$ cat src/rtl/rx_cp_remover.sv
// rx_cp_remover: receive-side cyclic-prefix removal and OFDM symbol framing.
// Drops CP_LEN prefix samples per symbol and forwards FFT_LEN body samples
// with sop/eop markers and the symbol index within the frame.
//
// Ports:
//   clk, rst_n         clock, asynchronous active-low reset
//   frame_start        pulse (qualified by in_valid) marking CP sample 0 of symbol 0
//   in_valid           input sample strobe; gaps stall all counters
//   in_re, in_im       input sample (signed, DW bits)
//   rmsp_valid         output sample strobe (registered, one cycle latency)
//   rmsp_re, rmsp_im   forwarded body sample
//   rmsp_sop/eop       first/last body sample of a symbol
//   frame_count_out    symbol index within frame, valid with rmsp_valid
//   frame_done         pulse with the eop of the last symbol of the frame
//   sync_err           pulse when frame_start arrives mid-frame
module rx_cp_remover #(
  parameter int FFT_LEN        = 256,
  parameter int CP_LEN         = 32,
  parameter int SYMB_PER_FRAME = 100,
  parameter int DW             = 16
) (
  input  logic          clk,
  input  logic          rst_n,
  input  logic          frame_start,
  input  logic          in_valid,
  input  logic [DW-1:0] in_re,
  input  logic [DW-1:0] in_im,
  output logic          rmsp_valid,
  output logic [DW-1:0] rmsp_re,
  output logic [DW-1:0] rmsp_im,
  output logic          rmsp_sop,
  output logic          rmsp_eop,
  output logic [6:0]    frame_count_out,
  output logic          frame_done,
  output logic          sync_err
);

  localparam int MX = (FFT_LEN > CP_LEN) ? FFT_LEN : CP_LEN;
  localparam int SW = (MX > 1) ? $clog2(MX) : 1;
  localparam logic [SW-1:0] CP_LAST   = SW'(CP_LEN - 1);
  localparam logic [SW-1:0] FFT_LAST  = SW'(FFT_LEN - 1);
  localparam logic [6:0]    SYMB_LAST = 7'(SYMB_PER_FRAME - 1);

  typedef enum logic [1:0] {IDLE, CP, BODY} state_t;

  state_t          state, state_nx;
  logic [SW-1:0]   samp_cnt, samp_nx;
  logic [6:0]      symb_cnt, symb_nx;
  logic            vld_nx, sop_nx, eop_nx, done_nx, serr_nx;
  logic [DW-1:0]   re_nx, im_nx;
  logic [6:0]      fc_nx;

  always_ff @(posedge clk or negedge rst_n) begin
    if (!rst_n) begin
      state           <= IDLE;
      samp_cnt        <= '0;
      symb_cnt        <= '0;
      rmsp_valid      <= 1'b0;
      rmsp_sop        <= 1'b0;
      rmsp_eop        <= 1'b0;
      frame_done      <= 1'b0;
      sync_err        <= 1'b0;
      rmsp_re         <= '0;
      rmsp_im         <= '0;
      frame_count_out <= '0;
    end else begin
      state           <= state_nx;
      samp_cnt        <= samp_nx;
      symb_cnt        <= symb_nx;
      rmsp_valid      <= vld_nx;
      rmsp_sop        <= sop_nx;
      rmsp_eop        <= eop_nx;
      frame_done      <= done_nx;
      sync_err        <= serr_nx;
      rmsp_re         <= re_nx;
      rmsp_im         <= im_nx;
      frame_count_out <= fc_nx;
    end
  end

  always_comb begin
    state_nx = state;
    samp_nx  = samp_cnt;
    symb_nx  = symb_cnt;
    vld_nx   = 1'b0;
    sop_nx   = 1'b0;
    eop_nx   = 1'b0;
    done_nx  = 1'b0;
    serr_nx  = 1'b0;
    re_nx    = rmsp_re;
    im_nx    = rmsp_im;
    fc_nx    = frame_count_out;

    if (in_valid) begin
      if (frame_start) begin
        // Current sample is CP sample 0 of a new frame; anything partially
        // forwarded is abandoned without an eop.
        serr_nx = (state != IDLE);
        symb_nx = '0;
        if (CP_LEN == 1) begin
          state_nx = BODY;
          samp_nx  = '0;
        end else begin
          state_nx = CP;
          samp_nx  = SW'(1);
        end
      end else begin
        case (state)
          CP: begin
            if (samp_cnt == CP_LAST) begin
              state_nx = BODY;
              samp_nx  = '0;
            end else begin
              samp_nx = samp_cnt + SW'(1);
            end
          end
          BODY: begin
            vld_nx = 1'b1;
            re_nx  = in_re;
            im_nx  = in_im;
            sop_nx = (samp_cnt == '0);
            eop_nx = (samp_cnt == FFT_LAST);
            fc_nx  = symb_cnt;
            if (samp_cnt == FFT_LAST) begin
              samp_nx = '0;
              if (symb_cnt == SYMB_LAST) begin
                // Last symbol: stop and wait for a fresh frame_start.
                done_nx  = 1'b1;
                state_nx = IDLE;
              end else begin
                symb_nx  = symb_cnt + 7'd1;
                state_nx = CP;
              end
            end else begin
              samp_nx = samp_cnt + SW'(1);
            end
          end
          default: ;
        endcase
      end
    end
  end

endmodule

$ cat config.mk
export PLATFORM = sky130hd
export DESIGN_NAME = rx_cp_remover
export DESIGN_NICKNAME = d
export VERILOG_FILES = /design/src/rtl/rx_cp_remover.sv
export SDC_FILE = /design/constraint.sdc
export NUM_CORES = 1
export LEC_CHECK = 0
export ABC_AREA = 1
export CAP_MARGIN = 20
export CORE_UTILIZATION = 25
export DETAILED_ROUTE_END_ITERATION = 16
export PLACE_DENSITY_LB_ADDON = 0.12
export SYNTH_ARGS = -nofsm -noshare
export SYNTH_HDL_FRONTEND = slang
export SYNTH_SLANG_ARGS = --single-unit
$ cat constraint.sdc
create_clock -name clk -period 2.8 [get_ports clk]
set_clock_uncertainty 0.15 [all_clocks]
set_input_delay 0.42 -clock clk [delete_from_list [all_inputs] [get_ports clk]]
set_output_delay 0.42 -clock clk [all_outputs]
set_load 0.005 [all_outputs]
After elaboration in Yosys (flattened, before gate mapping)

Cells that the tools add are included.

Flip-flop bits (word level): 61
Output and inout port bits: 44
Word-level logic and storage cells: 60

$add $sub $neg: 2
Equal/unequal tests: 8
Muxes and demuxes: 29
Bitwise operators: 1
Reductions and logical operators: 9

Operators by type and width:

| kind                                                            | number |
|---|---|
| 7-bit two-way mux                                               | 4 |
| 8-bit two-way mux                                               | 3 |
| 1-bit two-way mux                                               | 17 |
| 8-bit case mux with 2 select lines                              | 1 |
| 8-bit by 1-bit adder with 8-bit output, second input constant   | 1 |
| 8-bit by 5-bit == test with 1-bit output, second input constant | 1 |
| 8-bit == test, second input constant                            | 1 |
| 8-bit zero test                                                 | 1 |
| 4-bit AND reduction                                             | 2 |
| 7-bit by 1-bit adder with 7-bit output, second input constant   | 1 |
| 7-bit == test, second input constant                            | 1 |
| 2-bit two-way mux                                               | 3 |
| 3-bit inequality test, second input constant                    | 2 |
| 2-bit nonzero test                                              | 3 |
| 2-bit case mux with 2 select lines                              | 1 |
| 3-bit AND reduction                                             | 1 |
| 3-bit nonzero test                                              | 1 |
| 2-bit by 1-bit == test with 1-bit output, second input constant | 1 |
| 2-bit == test, second input constant                            | 1 |
| 2-bit inequality test, second input constant                    | 1 |
| 2-bit AND reduction                                             | 1 |
| 1-bit NOT                                                       | 1 |

Longest topological paths before layout

Depth in word-level cells: 6
Depth in mapped cells: 9
Depth with buffers taken out: 8

Worst setup path after synthesis

No wires, ideal clock.

Kind: register -> register
From: register samp_cnt[0]
To: register symb_cnt[5]
Setup time: 0.118 ns
Arrival: 1.230 ns
Slack: 1.302 ns
Cell stages (with the launch flop): 10
Clock period less this slack: 1.498 ns
Cell sequence: dfrtp_1 ha_1 nand2_2 nor2_4 nand2_2 nand2_2 nand3_4 buf_6 nand2_2 o21ai_2

Word-level cells in the longest chain between the ends: 3

Ends and longest elaborated chain:

| element                       | line | RTL |
|---|---|---|
| start, declared               | 47   | `logic [SW-1:0] samp_cnt, samp_nx;` |
| start signal, assigned        | 68   | `samp_cnt <= samp_nx;` |
| 8-bit == test                 | 124  | `if (samp_cnt == FFT_LAST) begin` |
| 2-bit nonzero test (no line)  | --   |  |
| 4-bit AND reduction (no line) | --   |  |
| end signal, assigned          | 69   | `symb_cnt <= symb_nx;` |
| end, declared                 | 48   | `logic [6:0] symb_cnt, symb_nx;` |

No other way between the ends.
A chain may end at the register's enable or synchronous reset.

Worst setup path in the final report

From: input frame_start
To: register rmsp_re[14]

Word-level cells in the longest chain between the ends: 2

Ends and longest elaborated chain:

| element                       | line | RTL |
|---|---|---|
| start, declared               | 24   | `input logic frame_start,` |
| 1-bit NOT (no line)           | --   |  |
| 3-bit AND reduction (no line) | --   |  |
| end signal, assigned          | 75   | `rmsp_re <= re_nx;` |
| end, declared                 | 29   | `output logic [DW-1:0] rmsp_re,` |

No other way between the ends.

==> flow_summary.yaml <==
placement:
  dpl.hpwl_microns: 4783
  gp_congestion: 0.7562
  numPlacedInstances: 542
  place_ws_ns: 0.4704
  numPortBuffers: 79
detailed_routing:
  ant_nets: 0
  wl_microns: 6962
  drtIter0Drc: 109
  vias: 2351
  first_pass_iters: 4
  vias_per_cell: 4.213
  drc_errors: 0
  wl_per_cell_microns: 12.48
timing:
  grt_setup_unrepaired: "no"
  fin_crit_sh_pct: 70.41
  max_freq_mhz: 507.2
  fin_crit_ns: 1.972
  slew_headroom_pct: 46.70
  setup_slack_ns: 0.8284
  hold_viol: 0
  setup_violations: 0
  maxSlewViolCount: 0
  setup_tns_ns: 0
  worstMarginPinSlew_ns: 0.7995
grt:
  grt_max_degree: 62
  grtUsageTotal_pct: 12.90
  antenna_found_initial: 0
  grt_pass1_wl_microns: 11630
  grt_pass1_vias: 2318
  overflow: 0
cells_and_area:
  antenna_cells: 0
  final_common_cell: "nand2_1"
  layout-drive-gt1-share_pct: 11.00
  fin_util_pct: 36.93
  multiInputGateArea_sq_mm: 0.001120
  final_nets: 452
  synthToLayoutAreaGrowth_pct: 43.28
  final_cell_mix: "nand2_1, clkdlybuf4s50_1, dfrtp_1"
  fin_cells: 558
  fillers: 1164
  ff_latch_area_sq_mm: 0.001526
clock_network:
  cts_setup_buffers: 0
  cts_buffers: 9
  numClockSinks: 61
  cts_hold_buf: 0
  cts_max_level: 3
  worstSkewPairLatency_ns: 0.32
  cts-root-buf: "clkbuf_16"
  cts_resized: 0
  cts_tree: "yes"
  clockBufferDepth: 2
  path_clk_slew_ns: 0.05
critical_path:
  critical_path_arrival_ns: 2.08
  cp.required_ns: 2.90
  crit_path_start_kind: "input pin"
  critPathMaxFanout: 29
  end_kind: "register"
  worst-setup-path-type: "in2reg"
floorplanning:
  pin_count: 80
  die_w_microns: 108.2
  core_area_sq_mm: 0.01094
  rows: 38
  die_area_sq_mm: 0.01170
  start_util_pct: 25.78
  die_y_microns: 108.2
synthesis:
  synthesis.nets: 371
  avgSynthCellArea_sq_um: 8.491
  synth_area_sq_mm: 0.002819
  yosys_warnings: 0
  seq_area_frac_synth_pct: 54.15
  yosys_register_bits: 61
  synth_cell_types: 28
  syn-instance-count: 332
power_and_ir_drop:
  p_leak_nw: 1.903
  p_sw_share_pct: 29.41
  pwr-share-clk_pct: 32.9
  pwr-share-comb_pct: 30.0
  p_switching_mw: 1.064
  p_per_area_mw_per_mm2: 895.9
  p_int_mw: 2.554
  ir_drop_mv: 0.4034
  seqPwrFrac_pct: 37.1
flow_run:
  cap_violations: 0
run_status:
  outcome: "finished clean"
hold_path:
  holdCritPathClass: "in2async"
==> power groups by stage <==
stage	combinational (mW)	clock, mW	sequential (mW)
2_1_floorplan	0.456	0	1.35
3_3_place_gp	1.10	0	1.35
3_5_place_dp	1.11	0	1.36
4_1_cts	1.11	1.23	1.34
5_1_grt	1.22	1.28	1.38
6_report	1.09	1.19	1.34
==> cell type report <==
type | count | share of cell area, %
inverters | 24 | 2.292
repair buffers | 81 | 19.83
clock buffers | 9 | 5.576
multi-input cells | 236 | 27.73
flip-flops and latches | 61 | 37.79
well taps | 140 | 4.337
clock inverters | 7 | 2.447
==> sequential cells by signal, indices dropped and copies added (netlist names) <==
signal	flops
symb_cnt	7
rmsp_sop	1
rmsp_valid	1
sync_err	1
state	2
rmsp_re	16
rmsp_eop	1
samp_cnt	8
frame_done	1
frame_count_out	7
rmsp_im	16
==> path summary, 6_finish.rpt <==
kind	from	slack (ns)	cells past startpoint	to
max	frame_start	0.83	7	rmsp_re[14]$_DFFE_PN0P_
min	rst_n	0.13	2	rmsp_re[11]$_DFFE_PN0P_
max reg2reg	samp_cnt[0]$_DFFE_PN0P_	1.11	8	samp_cnt[7]$_DFFE_PN0P_
min reg2reg	rmsp_re[7]$_DFFE_PN0P_	0.32	2	rmsp_re[7]$_DFFE_PN0P_
max in group asynchronous	rst_n	1.85	2	samp_cnt[6]$_DFFE_PN0P_
min in group clk	rmsp_re[7]$_DFFE_PN0P_	0.32	2	rmsp_re[7]$_DFFE_PN0P_
==> metrics by stage <==
stage	total power [mW]	hold slack (ns)	area, sq um
global route	3.879	0.1982	4039
finish	3.618	0.1262	4039
CTS	3.683	0.1524	4039
floorplan	1.811	-0.02559	2819
detailed placement	2.463	0.3086	3715
global placement	2.449	0.3027	3715
==> critical path, cell delays in order <==
cell and delay [ns]:
clkdlybuf4s50_1 0.48, inv_2 0.30, nand2_2 0.17, nor2_8 0.18, buf_4 0.32, nand2_1 0.10
nand2_1 0.08
==> logic make-up (layout without fill, tap and decap cells) <==
logic type	after synthesis	after routing	share of synthesized area (%)
and+or+nand+nor	210	210	33.02
DFF	61	61	54.15
buffers and inverters	35	121	6.125
AOI/OAI and AO/OA	22	22	5.060
adders and majority gates	3	3	1.332
xor gates and xnor gates	1	1	0.3108
==> per-layer routing <==
metal,wire length [microns],global-route usage [%],vias to the layer above
met5,0,0,-
met4,61,4.403,0
met3,425,3.617,7
met2,3049,19.79,70
met1,3427,17.36,1069
li1,-,-,1205
==> cells in the mapped netlist, drive strengths merged <==
library cell,instances,area share (%)
clkbuf,1,0.13
a21oi,6,1.2
nand3,20,4.4
nor3,3,0.71
buf,10,2.7
xor2,1,0.31
inv,24,3.3
a211oi,1,0.27
ha,3,1.3
nand4,8,1.8
nand2,157,22
dfrtp,61,54
nor2,22,4.1
o21ai,15,3.6
Note: power is estimated with default switching activity, not from simulation.
==> RTL change 1 (same settings) <==
Change the parameter `CP_LEN` from 32 to 64.
--- a/src/rtl/rx_cp_remover.sv
+++ b/src/rtl/rx_cp_remover.sv
@@ -15,7 +15,7 @@
 //   sync_err           pulse when frame_start arrives mid-frame
 module rx_cp_remover #(
   parameter int FFT_LEN        = 256,
-  parameter int CP_LEN         = 32,
+  parameter int CP_LEN         = 64,
   parameter int SYMB_PER_FRAME = 100,
   parameter int DW             = 16
 ) (
Check against the original RTL: same outputs for any inputs over 10 cycles, from zero or initial values and one cycle with rst_n low; that may be too few to reach the edited logic, so the function may still have changed.
==> RTL change 1 against the original RTL <==
Wire length decreased by 0.13%; count of clock-buffer cells in the layout increased by 2; total power down 8.9%; design area shrank 3.3%; synthesized area is 1.1% lower; worst setup slack improved by 0.045 ns; final cell count increased by 2.7%; sequential power grew 3%; sequential cell count did not move; largest cell class unchanged; synthesized cell count grew 4.2%.
==> RTL change 1: results <==
set metrics [dict create \
    status "finished clean" \
    cp_max_fo 35 \
    synth-async-reset-ratio_pct 100 \
    max_stage_delay_ns 0.62 \
    cp_slowest_cell "clkdlybuf4s50_1" \
    placed_cells 558 \
    r2r_cells 9 \
    grt_pass1_wl_mm 11.5 \
    ys_seq_area_share_pct 54.8 \
    ys_types 25 \
    crit_path_end "rmsp_re[3]" \
    crit_required_ns 2.92 \
    worst_slew_pin_slew_ns 0.798 \
    via_per_inst 4.19 \
    grtUsageTotal_pct 13.0 \
    cp.arrival_ns 2.05 \
    worstReg2RegStart "symb_cnt[0]" \
    synth_common_cells "172 x nand2_1, 61 x dfrtp_1, 22 x nor2_1, 19 x inv_1, 16 x nand3_1" \
    drive_gt1_share_pct 8.55 \
    cts_setup_buffers 0 \
    syn_area_per_cell_um2 8.06 \
    gp_congestion 0.836 \
    grt_pass1_vias 2328 \
    dp.final_hpwl_mm 4.82 \
    place_ws_ns 0.491 \
    antenna_found_initial 0 \
    drt_wl_total_mm 6.95 \
    dr_total_vias 2402 \
    ir_drop_mv 0.282 \
    reg_top3 "rmsp_im: 16 flops, rmsp_re: 16 flops, samp_cnt: 8 flops" \
    fin_nets 468 \
    clk_pin_slew_ns 0.07 \
    r2r_end "symb_cnt[5]" \
    startpoint "in_valid" \
    drt_iter0_drc 130 \
    yosysWarnings 0 \
    leakagePower_uw 0.00192 \
    grt_max_degree 36 \
    fillers 1123 \
    root_buffer "clkbuf_8" \
    synth_nets 385 \
    reg2reg_slack_ns 1.06 \
    synth_area_leaders "dfrtp_1 55%, nand2_1 23%, nor2_1 3.0%, nand3_1 2.9%, inv_1 2.6%" \
]
RTL change 1: cell count changes in the layout (fill, tap and decap cells not counted), sizes merged, moves of 2 or more:
cell / change
nor2: +3
a21oi: -3
nand3b: +2
o21ai: -4
nand3: -3
buf: +2
clkbuf: +2
nand4: -3
nand2: +20
RTL change 1: cells by family (layout without fill, tap and decap cells):
family | count (synthesis) | in the layout | share of synthesized area [%]
AOI/OAI and AO/OA | 16 | 16 | 3.46
xor gates and xnor gates | 1 | 1 | 0.314
and+or+nand+nor | 229 | 229 | 33.8
buffers and inverters | 36 | 123 | 6.37
DFF | 61 | 61 | 54.8
adders and majority gates | 3 | 3 | 1.35
RTL change 1: area by class of cell:
class,count,area share (%)
Clock buffer,11,3.88
Clock inverter,4,1.22
Inverter,25,2.40
Multi-Input combinational cell,249,27.7
Sequential cell,61,39.1
Tap cell,140,4.48
Timing Repair Buffer,83,21.2
RTL change 1: worst reg2reg max path, cell delays in order, from the launching register on:
cell,delay [ns]
dfrtp_1,0.44
ha_1,0.29
nand2_1,0.08
inv_1,0.05
nand3_1,0.10
nand2_1,0.06
nand2_1,0.21
nand2_4,0.13
nand2_1,0.08
nand2_1,0.05
RTL change 1: worst min path at each step:
stage / cells past startpoint / startpoint / to
2_1_floorplan: 0 / rst_n / frame_count_out[0]
3_3_place_gp: 2 / rmsp_im[12] / rmsp_im[12]
3_5_place_dp: 2 / rmsp_im[11] / rmsp_im[11]
4_1_cts: 1 / rst_n / rmsp_im[0]
5_1_grt: 1 / rst_n / rmsp_im[0]
6_report: 1 / rst_n / rmsp_re[12]
RTL change 1: per-layer routing:
| metal | up-vias | global-route usage, % | routed length [um] |
|---|---|---|---|
| met3 | 9 | 3.39 | 418 |
| li1 | 1229 | - | - |
| met4 | 0 | 5.28 | 88 |
| met1 | 1086 | 18.3 | 3520 |
| met5 | - | 0 | 0 |
| met2 | 78 | 18.6 | 2920 |
RTL change 1: through the flow:
step           hold WS [ns]  utilization (%)  area [um2]  total power, uW
4_1_cts              0.0420             36.0        3910             3360
3_3_place_gp          0.311             34.2        3710             2530
6_report             0.0177             36.0        3910             3300
3_5_place_dp          0.314             34.2        3710             2540
5_1_grt              0.0766             36.0        3910             3560
2_1_floorplan       -0.0256                -        2790             1820
RTL change 1: where the power goes:
group / switching, uW / internal, uW / total (uW)
registers: 192 / 1190 / 1380
logic: 448 / 671 / 1120
clock network: 342 / 452 / 793
==> RTL change 2 (config.mk and constraints unchanged) <==
Made on the original files. Register the inputs `frame_start`, `in_valid`, `in_re` and `in_im` before use, without a reset. The logic sees them one clock later.
--- a/src/rtl/rx_cp_remover.sv
+++ b/src/rtl/rx_cp_remover.sv
@@ -42,6 +42,18 @@
   localparam logic [6:0]    SYMB_LAST = 7'(SYMB_PER_FRAME - 1);
 
   typedef enum logic [1:0] {IDLE, CP, BODY} state_t;
+
+  logic frame_start_q;
+  logic in_valid_q;
+  logic [DW-1:0] in_re_q;
+  logic [DW-1:0] in_im_q;
+
+  always_ff @(posedge clk) begin
+    frame_start_q <= frame_start;
+    in_valid_q    <= in_valid;
+    in_re_q       <= in_re;
+    in_im_q       <= in_im;
+  end
 
   state_t          state, state_nx;
   logic [SW-1:0]   samp_cnt, samp_nx;
@@ -91,8 +103,8 @@
     im_nx    = rmsp_im;
     fc_nx    = frame_count_out;
 
-    if (in_valid) begin
-      if (frame_start) begin
+    if (in_valid_q) begin
+      if (frame_start_q) begin
         // Current sample is CP sample 0 of a new frame; anything partially
         // forwarded is abandoned without an eop.
         serr_nx = (state != IDLE);
@@ -116,8 +128,8 @@
           end
           BODY: begin
             vld_nx = 1'b1;
-            re_nx  = in_re;
-            im_nx  = in_im;
+            re_nx  = in_re_q;
+            im_nx  = in_im_q;
             sop_nx = (samp_cnt == '0);
             eop_nx = (samp_cnt == FFT_LAST);
             fc_nx  = symb_cnt;
Check against the original RTL: not equivalent (Yosys sat finds a counterexample within 4 cycles, from zero or initial values and one cycle with rst_n low).
==> RTL change 2 against the original RTL <==
Synthesized area increased by 22%; combinational power decreased by 6%; wire length up 9.7%; sequential share of layout area rose by 9.0 points; maximum frequency grew 6.0%; worst setup slack improved by 0.11 ns; critical path depth decreased by 1; design area grew 17%; synthesized cell count is 15% higher; sequential cell count rose by 34; largest cell class unchanged; global-route usage is 1.0 points lower; hold slack improved by 0.15 ns; die area is 22% higher; total power rose by 14%.
==> RTL change 2: results <==
set metrics [dict create \
    worst_slew_pin_slew_ns 0.748 \
    ys_types 25 \
    leakagePower_uw 0.00225 \
    hold_path_class "reg -> reg" \
    startpoint "frame_start_q" \
    regArea_um2 2210 \
    synth-async-reset-ratio_pct 64.2 \
    synth_nets 420 \
    fillers 1441 \
    dr_total_vias 2555 \
    grt_max_degree 43 \
    drive_gt1_share_pct 6.61 \
    antenna_found_initial 0 \
    cp_max_fo 42 \
    status "finished clean" \
    synth_area_leaders "dfrtp_1 44%, nand2_1 20%, dfxtp_1 20%, nor2_1 2.9%, nand3_1 2.3%" \
    synth_compound_area_share_pct 1.53 \
    place_ws_ns 0.907 \
    synthAdderAreaFrac_pct 1.09 \
    gp_congestion 0.753 \
    clk_pin_slew_ns 0.07 \
    cp.arrival_ns 1.97 \
    cp_slowest_cell "dfxtp_1" \
    clkLatencyLatePin_ns 0.35 \
    ir_drop_mv 0.351 \
    grtUsageTotal_pct 11.9 \
    synth-xor-area-share_pct 1.02 \
]
-- RTL change 2: layer usage --
layer  global-route usage (%)  wire length [um]
met4                     4.27               102
met3                     4.60               380
met2                     19.8              3710
met1                     13.8              3450
met5                        0                 0
-- RTL change 2: worst paths after layout --
check / endpoint / slack (ns)
worst min-delay path: rmsp_im[12] / 0.27
max in group asynchronous: rmsp_im[0] / 1.40
min in group asynchronous: samp_cnt[3] / 0.47
worst max-delay path: frame_count_out[5] / 0.94
worst max register to register: frame_count_out[5] / 0.94
worst min register to register: rmsp_im[12] / 0.27
-- RTL change 2: cells by family (layout without fill, tap and decap cells) --
kind of cell,after synthesis,count (layout)
flip-flops,95,95
adder cells (fa/ha/maj),3,3
AO/OA/AOI/OAI,10,10
AND/OR/NAND/NOR,236,236
buffers and inverters,33,121
XOR/XNOR,4,4
-- RTL change 2: power by group --
part | internal (uW) | switching, uW | leakage (uW)
Combinational | 605 | 423 | 0.00102
Sequential | 1670 | 188 | 0.00108
Clock | 703 | 552 | 0.000148
Total | 2980 | 1160 | 0.00225
-- RTL change 2: worst min-delay path, cell delays in order (launching register included) --
cell and delay [ns]:
dfxtp_1 0.30, nand2_1 0.05, nand2_1 0.04
-- RTL change 2: timing repair --
| action | 4_1_cts | 5_1_grt |
|---|---|---|
| gates resized for setup | 0 | 0 |
| endpoints found under the hold margin | 25 | 0 |
| hold buffers | 1 | 0 |
-- RTL change 2: area by class of cell --
cell class                 instances  area share (%)
sequential                        95            46.8
multi-input combinational        253            22.7
inverter                          23            1.88
tap                              176            4.67
clock inverter                     7            1.70
clock buffer                       9            4.78
timing repair buffer              82            17.5
-- RTL change 2: stage by stage --
step	hold WS (ns)	instance area, um2	power, uW	util [%]	std cells
CTS	0.273	4710	4230	35.3	645
finish	0.275	4710	4140	35.3	645
floorplan	-0.0256	3440	2270	-	381
detailed placement	0.267	4400	2940	33.0	628
global placement	0.262	4400	2930	33.0	628
global route	0.298	4710	4420	35.3	645
